### config.mk
export PLATFORM = sky130hd
export DESIGN_NAME = conv_encoder_stream
export DESIGN_NICKNAME = d
export VERILOG_FILES = /design/src/rtl/conv_encoder_stream.sv
export SDC_FILE = /design/constraint.sdc
export NUM_CORES = 1
export LEC_CHECK = 0
export ABC_CLOCK_PERIOD_IN_PS = 1900
export CORE_MARGIN = 2
export CORE_UTILIZATION = 30
export CTS_CLUSTER_DIAMETER = 150
export DETAILED_ROUTE_END_ITERATION = 10
export PLACE_DENSITY = 0.58
export SLEW_MARGIN = 40
export SYNTH_ARGS = -nofsm -noshare
export SYNTH_HDL_FRONTEND = slang
export SYNTH_SLANG_ARGS = --single-unit
### constraint.sdc
create_clock -name clk -period 1.9 [get_ports clk]
set_input_delay 0.285 -clock clk [delete_from_list [all_inputs] [get_ports clk]]
set_output_delay 0.285 -clock clk [all_outputs]
set_load 0.005 [all_outputs]
### src/rtl/conv_encoder_stream.sv
// Rate-1/3, K=7 convolutional encoder (G 133/171/165 octal), P bits per word,
// valid/ready streaming with tail-biting or zero-state start.
module conv_encoder_stream #(
    parameter int unsigned P     = 8,
    parameter int unsigned LEN_W = 10
) (
    input  logic             clk,
    input  logic             reset,
    input  logic             start,
    input  logic             tb_mode,
    input  logic [5:0]       tail_in,
    input  logic [LEN_W-1:0] blk_len_words,
    input  logic [P-1:0]     in_data,
    input  logic             in_valid,
    output logic             in_ready,
    output logic [P-1:0]     d0,
    output logic [P-1:0]     d1,
    output logic [P-1:0]     d2,
    output logic             out_valid,
    input  logic             out_ready,
    output logic             out_last,
    output logic             busy,
    output logic             done
);

    localparam int unsigned SW = 6;

    localparam logic [1:0] S_IDLE  = 2'd0;
    localparam logic [1:0] S_RUN   = 2'd1;
    localparam logic [1:0] S_DRAIN = 2'd2;

    logic [1:0]       state,     state_nxt;
    logic [SW-1:0]    st,        st_nxt;      // st[0] = s1 (most recent bit)
    logic [LEN_W-1:0] cnt,       cnt_nxt;
    logic [LEN_W-1:0] len_q,     len_nxt;
    logic [P-1:0]     d0_nxt,    d1_nxt,    d2_nxt;
    logic             out_valid_nxt, out_last_nxt, busy_nxt, done_nxt;

    logic [P-1:0]     enc_d0, enc_d1, enc_d2;
    logic [SW-1:0]    enc_st;
    logic             in_hs, out_hs;

    assign in_ready = (state == S_RUN) && (!out_valid || out_ready);
    assign in_hs    = in_valid && in_ready;
    assign out_hs   = out_valid && out_ready;

    // Bit-serial encoder unrolled across the word, bit 0 first in time
    always_comb begin
        logic [SW-1:0] s_v;
        logic          u;
        s_v    = st;
        u      = 1'b0;
        enc_d0 = '0;
        enc_d1 = '0;
        enc_d2 = '0;
        for (int unsigned i = 0; i < P; i++) begin
            u         = in_data[i];
            enc_d0[i] = u ^ s_v[1] ^ s_v[2] ^ s_v[4] ^ s_v[5];
            enc_d1[i] = u ^ s_v[0] ^ s_v[1] ^ s_v[2] ^ s_v[5];
            enc_d2[i] = u ^ s_v[0] ^ s_v[1] ^ s_v[3] ^ s_v[5];
            s_v       = {s_v[SW-2:0], u};
        end
        enc_st = s_v;
    end

    // Next-state and registered-output logic
    always_comb begin
        state_nxt     = state;
        st_nxt        = st;
        cnt_nxt       = cnt;
        len_nxt       = len_q;
        d0_nxt        = d0;
        d1_nxt        = d1;
        d2_nxt        = d2;
        out_valid_nxt = out_valid;
        out_last_nxt  = out_last;
        busy_nxt      = busy;
        done_nxt      = 1'b0;

        case (state)
            S_IDLE: begin
                // busy lingers through the done cycle so a start there is ignored
                busy_nxt = 1'b0;
                if (start && !busy && (blk_len_words != '0)) begin
                    len_nxt   = blk_len_words;
                    st_nxt    = tb_mode ? tail_in : '0;
                    cnt_nxt   = '0;
                    busy_nxt  = 1'b1;
                    state_nxt = S_RUN;
                end
            end
            S_RUN: begin
                if (out_hs) begin
                    out_valid_nxt = 1'b0;
                end
                if (in_hs) begin
                    d0_nxt        = enc_d0;
                    d1_nxt        = enc_d1;
                    d2_nxt        = enc_d2;
                    out_valid_nxt = 1'b1;
                    st_nxt        = enc_st;
                    cnt_nxt       = cnt + LEN_W'(1);
                    if (cnt == len_q - LEN_W'(1)) begin
                        out_last_nxt = 1'b1;
                        state_nxt    = S_DRAIN;
                    end
                end
            end
            S_DRAIN: begin
                if (out_hs && out_last) begin
                    out_valid_nxt = 1'b0;
                    out_last_nxt  = 1'b0;
                    done_nxt      = 1'b1;
                    state_nxt     = S_IDLE;
                end
            end
            default: begin
                state_nxt = S_IDLE;
            end
        endcase
    end

    always_ff @(posedge clk) begin
        if (reset) begin
            state     <= S_IDLE;
            st        <= '0;
            cnt       <= '0;
            len_q     <= '0;
            d0        <= '0;
            d1        <= '0;
            d2        <= '0;
            out_valid <= 1'b0;
            out_last  <= 1'b0;
            busy      <= 1'b0;
            done      <= 1'b0;
        end else begin
            state     <= state_nxt;
            st        <= st_nxt;
            cnt       <= cnt_nxt;
            len_q     <= len_nxt;
            d0        <= d0_nxt;
            d1        <= d1_nxt;
            d2        <= d2_nxt;
            out_valid <= out_valid_nxt;
            out_last  <= out_last_nxt;
            busy      <= busy_nxt;
            done      <= done_nxt;
        end
    end

endmodule

**Yosys cells after proc, flatten, opt, wreduce, memory -nomap -nowiden**

Index checks and enable logic that the tools add are counted.
Widths: inputs -> output; s select.

- Add/subtract/negate cells: 2
- Multiply operators: 0
- Div/mod/pow operators: 0
- Order comparisons: 0
- Equal/unequal tests: 8
- Shifts and indexed selects: 0
- Mux-type cells: 21
- Bitwise gates (word level): 81
- Reductions and logical operators: 20

Operators with widths:

| cell | count |
|---|---|
| $xor 1x1->1 | 80 |
| $mux 10 | 2 |
| $pmux 10 s2 | 1 |
| $mux 6 | 3 |
| $pmux 6 s2 | 1 |
| $add 10x1->10 const B | 1 |
| $eq 10x10->1 | 1 |
| $reduce_bool 10->1 | 1 |
| $sub 10x1->10 const B | 1 |
| $mux 2 | 4 |
| $reduce_and 4->1 | 2 |
| $mux 1 | 7 |
| $logic_and 1x1->1 | 6 |
| $ne 2x2->1 const B | 3 |
| $pmux 2 s3 | 1 |
| $reduce_and 3->1 | 2 |
| $pmux 1 s2 | 2 |
| $reduce_and 2->1 | 2 |
| $reduce_bool 2->1 | 2 |
| $ne 3x3->1 const B | 1 |
| $eq 2x1->1 const B | 1 |
| $eq 2x2->1 const B | 1 |
| $logic_not 1->1 | 2 |
| $logic_not 2->1 | 1 |
| 4 further kinds | 4 |

- Flip-flop bits (word level): 56
- Latch bits: 0
- RAM bits: 0
- Memory bits (read-only): 0
- Bits of input ports: 30
- Output and inout port bits: 29
- Logic and storage cells: 143
- Memories kept: 0

**Depth between registers and ports, before layout**

Gate-level depths: netlist of run 1.

- Depth in word-level cells: 6
- Mapped depth: 8
- Depth with buffers taken out: 7

**Least setup slack after synthesis of run 1**

OpenSTA, ideal clock, no wires.

- Kind: input to register
- Start: input blk_len_words[3]
- End: register cnt[9]
- Library setup time: 0.124 ns
- Data arrival time: 1.759 ns
- Required time: 1.776 ns
- Path slack: 0.017 ns
- Stages: 6
- Path buffers: 1
- Cells stage by stage: or4_4 > o41a_1 > buf_6 > o2111a_1 > xnor2_1 > nor2_1

- Cells in the longest elaborated chain, start to end: 4

RTL lines:

| what | RTL line | text |
|---|---|---|
| from (decl) | 12 | `input logic [LEN_W-1:0] blk_len_words,` |
| $reduce_bool 10->1 | 84 | `if (start && !busy && (blk_len_words != '0)) begin` |
| $logic_and 1x1->1 | 84 |  |
| $ne 2x2->1 (no source line) | n/a |  |
| $reduce_and 3->1 (no source line) | n/a |  |
| to (signal assigned) | 139 | `cnt <= cnt_nxt;` |
| to (decl) | 34 | `logic [LEN_W-1:0] cnt, cnt_nxt;` |

Every way passes these cells.
A chain may end at the register's enable or synchronous reset.

**Worst setup path after layout of run 1**

- Start: input blk_len_words[7]
- End: register cnt[9]

The elaborated chain is that of the path after synthesis.

==> results by group, run 1 <==
Clock network
  • Root buf cell: clkbuf_8
  • CTS tree: done
  • Maximum clock insertion buffer count: 2
  • Clk slew on worst S/H paths: roughly 100 ps
  • Clock Sinks: between 50 and 60
  • Worst skew pair latency: around 310 ps
  • Hold buffers post-CTS: 0
  • Cts bufs inserted: 5
  • H-tree lvl count: 2

Routing
  • DR vias: 2698
  • Vias/cell: approximately 4.7
  • DR iter-0 viols: around 160
  • ANT nets after route: 0
  • DRC errors left: 0
  • Wire per inst: 13.6 µm
  • 1st-pass router iterations: 4
  • Routed WL: between 7000 and 8000 µm

Placement
  • Placed Area: 4020 µm²
  • Dpl hpwl: 5890 µm
  • Gp weighted congestion: 0.835
  • IO buf count: 58

Timing
  • Hold_ws: between 300 and 400 ps
  • Final Max Slew Viols: 0
  • Period Utilization, post-route: 0.969
  • Rel. slew slack: 0.558
  • Final hold violations: 0
  • Worst slew pin tran: between 600 and 700 ps
  • Skew final: between 10 and 15 ps
  • Max Freq: 543 MHz
  • Final setup fails: 0
  • RSZ-0062 raised after global routing: yes
  • Tmin final: ~1800 ps

Synth
  • Syn_nets: 397
  • Synth top area share: 0.364
  • Netlist cell types: 49
  • Synth area leader: dfxtp_1
  • Synth Warn #: 0
  • Number of flops mapped to enable cells by yosys: 0
  • Post-synth ARST share: 0
  • Ys flop type: dfxtp_1
  • Dominant cells by area after synthesis: dfxtp_1 (36%), xnor2_1 (11%), xor2_1 (10%)
  • Seq/Total Area, Yosys: 0.364
  • Post-synthesis average cell area: between 8 and 9 µm²
  • Gate Count Post-Synth: ~370
  • FF+latch count, synth: 56
  • Syn Std Cell Area: around 3000 µm²

Critical path
  • Worst Setup End Kind: flop
  • Worst-path fanout max: 6
  • Kind of critical path: in -> reg
  • Reg2Reg Depth: 5
  • Reg2Reg Launch Point: len_q[2]$_SDFFE_PP0P_
  • Worst Path Required: 2110 ps
  • Reg-to-Reg End: state[0]$_SDFFE_PP0P_
  • R2R setup slack: 90 ps
  • Crit path DAT: 2050 ps
  • Startpoint Class: input port

Global route
  • Overflow left after global routing: 0
  • First-pass GRT wire length: roughly 13000 µm
  • Total track usage: 0.143
  • Largest net degree at the start of global routing: roughly 50
  • Initial antenna violation count: 1
  • Vias in the first global route: approximately 2600

Final layout
  • Layout cells sized above 1: 0.171
  • Post-route cell area: 4210 µm²
  • Commonest non-fill, non-tap cell in the layout: nand2_1
  • Final core occ: 0.427
  • Layout fillers: approximately 1000
  • Final nets: ~480
  • ANT cells: 0
  • Area Overhead vs Synth: 36.6%
  • Most frequent cells in the layout: nand2_1 (71), dfxtp_1 (53), clkdlybuf4s50_1 (49)

Min path
  • Hold_sp: blk_len_words[7]
  • WHS Endpoint: len_q[7]$_SDFFE_PP0P_
  • Hold depth: 3
  • Hold WC Path Type: in -> reg

Pwr
  • Power Density: 744 nW/µm²
  • P_leak: about 0.0016 µW
  • IR drop worst, VDD: about 0.33 mV

Die
  • IO Count: 59
  • Core footprint: 9860 µm²
  • Die Wd: about 110 µm
  • Initial Utilization: 0.312
  • Die Y-Extent: 105 µm
  • Row cnt: 36
  • Die ar.: 11100 µm²

Status
  • Status: completed

Run
  • Max-cap violations: 0
-- report_power, final --
part / switching [µW] / internal [µW]
logic: 455 / 516
clock network: 412 / 432
registers: 68.2 / 1250
total: 936 / 2200
-- registers in the layout, indices dropped and copies added, names as in the netlist --
register   count
len_q         10
done           1
d0             8
state          2
d1             8
out_last       1
out_valid      1
d2             8
st             6
cnt           10
busy           1
-- per-stage QoR --
| step | TNS (ps) | std cells | worst slack (ps) | total power [µW] |
|---|---|---|---|---|
| 2_1_floorplan | 0 | 365 | 17.0 | 1920 |
| 4_1_cts | 0 | 579 | 0.531 | 3140 |
| 3_5_place_dp | -10670 | 570 | -500 | 2300 |
| 5_1_grt | -26.0 | 578 | -23.2 | 3310 |
| 6_report | 0 | 578 | 58.4 | 3130 |
| 3_3_place_gp | -9560 | 570 | -472 | 2290 |
-- cells in the mapped netlist (all sizes together), types with 2 or more instances --
| cell | instances |
|---|---|
| a211oi | 2 |
| a21oi | 37 |
| a311oi | 6 |
| and3 | 4 |
| buf | 7 |
| clkbuf | 19 |
| dfxtp | 56 |
| ha | 2 |
| inv | 5 |
| mux2i | 3 |
| nand2 | 72 |
| nand2b | 4 |
| nand3 | 12 |
| nand3b | 4 |
| nand4 | 3 |
| nor2 | 26 |
| nor3b | 2 |
| nor4 | 2 |
| nor4b | 2 |
| o211ai | 3 |
| o21a | 2 |
| o41a | 2 |
| o41ai | 3 |
| or4 | 2 |
| xnor2 | 37 |
| xor2 | 35 |
-- final cells by class --
class / instances / area (µm²) / area share
clock buffers: 6 / 82.6 / 0.0196
clock inverters: 2 / 38.8 / 0.00922
inverters: 5 / 18.8 / 0.00446
multi-input cells: 278 / 1890 / 0.448
flip-flops and latches: 56 / 1120 / 0.267
well taps: 133 / 166 / 0.0395
repair buffers: 98 / 890 / 0.211
-- routing by layer --
metal	vias up	global-route usage	share of wire
met3	6	0.0241	0.043
met5	-	0	0
li1	1383	-	-
met2	56	0.224	0.46
met4	0	0.0400	0.010
met1	1253	0.201	0.49
-- cell families (layout without fill, tap and decap cells) --
logic type,after synthesis,after routing,share of synthesized area
AOI/OAI and AO/OA,61,61,0.143
xor gates and xnor gates,73,73,0.212
adders and majority gates,2,2,0.00812
buffers and inverters,31,111,0.0451
DFF,56,56,0.364
muxes,3,3,0.00975
and+or+nand+nor,139,139,0.219
-- worst max path at each step --
stage	startpoint	end	slack, ps	cells after the start
floorplan	blk_len_words[3]	cnt[9]$_SDFFE_PP0P_	20	6
global route	len_q[0]$_SDFFE_PP0P_	state[0]$_SDFFE_PP0P_	-20	7
detailed placement	blk_len_words[3]	cnt[9]$_SDFFE_PP0P_	-500	6
finish	blk_len_words[7]	cnt[9]$_SDFFE_PP0P_	60	6
CTS	state[0]$_SDFFE_PP0P_	in_ready	0.5	4
global placement	blk_len_words[3]	cnt[9]$_SDFFE_PP0P_	-470	6
-- repair_timing --
action / CTS / global route
gates resized for setup: 11 / 15
endpoints found under the setup margin: 18 / 14
setup buffers: 1 / 0
pin swaps: 6 / 5
-- worst max-delay path: stages --
cell and delay (ps):
dlygate4sd2_1 240, or4_4 540, o41a_1 500, o2111a_1 290, xnor2_1 150, nor2_1 50
No activity file was read; power rests on OpenSTA's default activity.
==> run 2: changes to the inputs <==
Settings changed: CTS_BUF_LIST set to sky130_fd_sc_hd__clkbuf_16, GPL_ROUTABILITY_DRIVEN set to 0.
==> results by group, run 2 (same netlist as run 1, synthesis figures left out) <==
Global route
  • First-pass GRT wire length: 12800 µm (was 12900 µm)
  • Overflow left after global routing: 0 (unchanged)
  • Largest net degree at the start of global routing: 51 (unchanged)
  • Initial antenna violation count: 1 (unchanged)
  • Vias in the first global route: 2558 (was 2569)
  • Total track usage: 0.140 (was 0.143)

Timing
  • Final hold violations: 0 (unchanged)
  • Tmin final: 1880 ps (was 1840 ps)
  • Skew final: 8.35 ps (was 12.2 ps)
  • Setup_tns: 0 ps (unchanged)
  • Final Max Slew Viols: 0 (unchanged)
  • Max Freq: 532 MHz (was 543 MHz)
  • Rel. slew slack: 0.556 (was 0.558)
  • Period Utilization, post-route: 0.988 (was 0.969)
  • Final setup fails: 0 (unchanged)
  • Worst slew pin tran: 661 ps (was 658 ps)

Routing
  • 1st-pass router iterations: 4 (unchanged)
  • Vias/cell: 4.67 (about the same)
  • Wire per inst: 13.6 µm (about the same)
  • DR iter-0 viols: 112 (was 156)
  • Routed WL: 7860 µm (about the same)
  • DRC errors left: 0 (unchanged)
  • DR vias: 2700 (was 2698)
  • ANT nets after route: 0 (unchanged)

Clock network
  • Maximum clock insertion buffer count: 2 (unchanged)
  • Cts bufs inserted: 5 (unchanged)
  • Clk slew on worst S/H paths: 70 ps (was 100 ps)
  • CTS tree: done (unchanged)
  • Clock Sinks: 56 (unchanged)
  • H-tree lvl count: 2 (unchanged)
  • Worst skew pair latency: 290 ps (was 310 ps)
  • Root buf cell: clkbuf_16 (was clkbuf_8)

Critical path
  • Startpoint Class: input port (unchanged)
  • Kind of critical path: in -> reg (unchanged)
  • Worst Setup SP: blk_len_words[9] (was blk_len_words[7])
  • Worst Setup End Kind: flop (unchanged)
  • Worst Path Required: 2080 ps (was 2110 ps)
  • Worst-path fanout max: 5 (was 6)
  • Crit path DAT: 2060 ps (was 2050 ps)
  • Reg2Reg Launch Point: len_q[0]$_SDFFE_PP0P_ (was len_q[2]$_SDFFE_PP0P_)

Final layout
  • Area Overhead vs Synth: 38.3% (was 36.6%)
  • ANT cells: 0 (unchanged)
  • Most frequent cells in the layout: nand2_1 (71), dfxtp_1 (53), clkdlybuf4s50_1 (49) (unchanged)
  • Top flop regs: cnt (10), len_q (10) (unchanged)
  • Layout fillers: 997 (was 1006)
  • Commonest non-fill, non-tap cell in the layout: nand2_1 (unchanged)
  • Final nets: 476 (unchanged)
  • Layout cells sized above 1: 0.175 (was 0.171)

Die
  • Die Wd: 105 µm (unchanged)
  • Core footprint: 9860 µm² (unchanged)
  • Row cnt: 36 (unchanged)
  • Die Y-Extent: 105 µm (unchanged)
  • Die ar.: 11100 µm² (unchanged)
  • IO Count: 59 (unchanged)
  • Initial Utilization: 0.312 (unchanged)

Min path
  • Hold WC Path Type: in -> reg (unchanged)
  • Hold_sp: blk_len_words[7] (unchanged)

Pwr
  • IR drop worst, VDD: 0.538 mV (was 0.327 mV)
  • Final Power: 3340 µW (was 3130 µW)
  • Power Density: 784 nW/µm² (was 744 nW/µm²)
  • P_leak: 0.00160 µW (was 0.00159 µW)

Status
  • Status: completed (unchanged)

Placement
  • Dpl hpwl: 5890 µm (unchanged)
  • IO buf count: 58 (unchanged)

Run
  • Max-cap violations: 0 (unchanged)
## run 2: cell count changes in the layout (fill, tap and decap cells not counted), sizes merged
cell / previous run / this run
dlygate4sd2: 8 / 3
clkinv: 1 / 2
clkbuf: 6 / 7
clkdlybuf4s15: 0 / 3
## run 2: area by class of cell
| type | count | area [µm²] | share of cell area |
|---|---|---|---|
| Clock buffer | 5 | 125 | 0.0294 |
| Clock inverter | 3 | 42.5 | 0.00999 |
| Inverter | 5 | 18.8 | 0.00441 |
| Multi-Input combinational cell | 278 | 1890 | 0.444 |
| Sequential cell | 56 | 1120 | 0.264 |
| Tap cell | 133 | 166 | 0.0391 |
| Timing Repair Buffer | 98 | 890 | 0.209 |
## run 2: report_power, final
group          switching [µW]  total, µW  internal (µW)
sequential               68.4       1320           1250
clock                     429       1050            621
combinational             456        972            516
## run 2: through the flow
stage | utilization | area [µm²] | hold WS [ps] | setup WS [ps] | instances
2_1_floorplan | - | 3080 | 388 | 17.0 | 365
3_3_place_gp | 0.408 | 4020 | 442 | -472 | 570
3_5_place_dp | 0.408 | 4020 | 446 | -500 | 570
4_1_cts | 0.425 | 4190 | 382 | 16.3 | 579
5_1_grt | 0.432 | 4260 | 244 | -54.8 | 578
6_report | 0.432 | 4260 | 229 | 22.0 | 578
## run 2: repair_timing
item                       CTS  global route
setup endpoints to repair   19            18
setup buffers                1             0
gates resized for setup     11            24
pin swaps                    6             9
hold buffers                 0             0
## run 2: path summary, 6_finish.rpt
check                     endpoint  slack [ps]  cells past startpoint
max            cnt[5]$_SDFFE_PP0P_          20                      8
min reg2reg     d0[4]$_SDFFE_PP0P_         450                      2
max reg2reg  state[0]$_SDFFE_PP0P_          90                      6
min          len_q[7]$_SDFFE_PP0P_         230                      3
## run 2: metal layers
metal	vias up	GRT usage	part of all wire
met5	-	0	0
met4	0	0.0314	0.0067
met3	2	0.0223	0.042
met2	60	0.223	0.46
met1	1259	0.199	0.49
li1	1379	-	-
## run 2: worst max-delay path, cell delays in order
cell and delay, ps:
clkdlybuf4s15_1 180, or4_4 500, buf_6 140, o41ai_4 390, buf_4 220, a211oi_2 80
xnor2_1 190, nor2_1 70
==> run 3: changes to the inputs <==
Settings changed: CTS_CLUSTER_SIZE set to 40.
==> results of run 3 <==
Same layout as run 2: the final DEF is identical, and so are final timing and power.
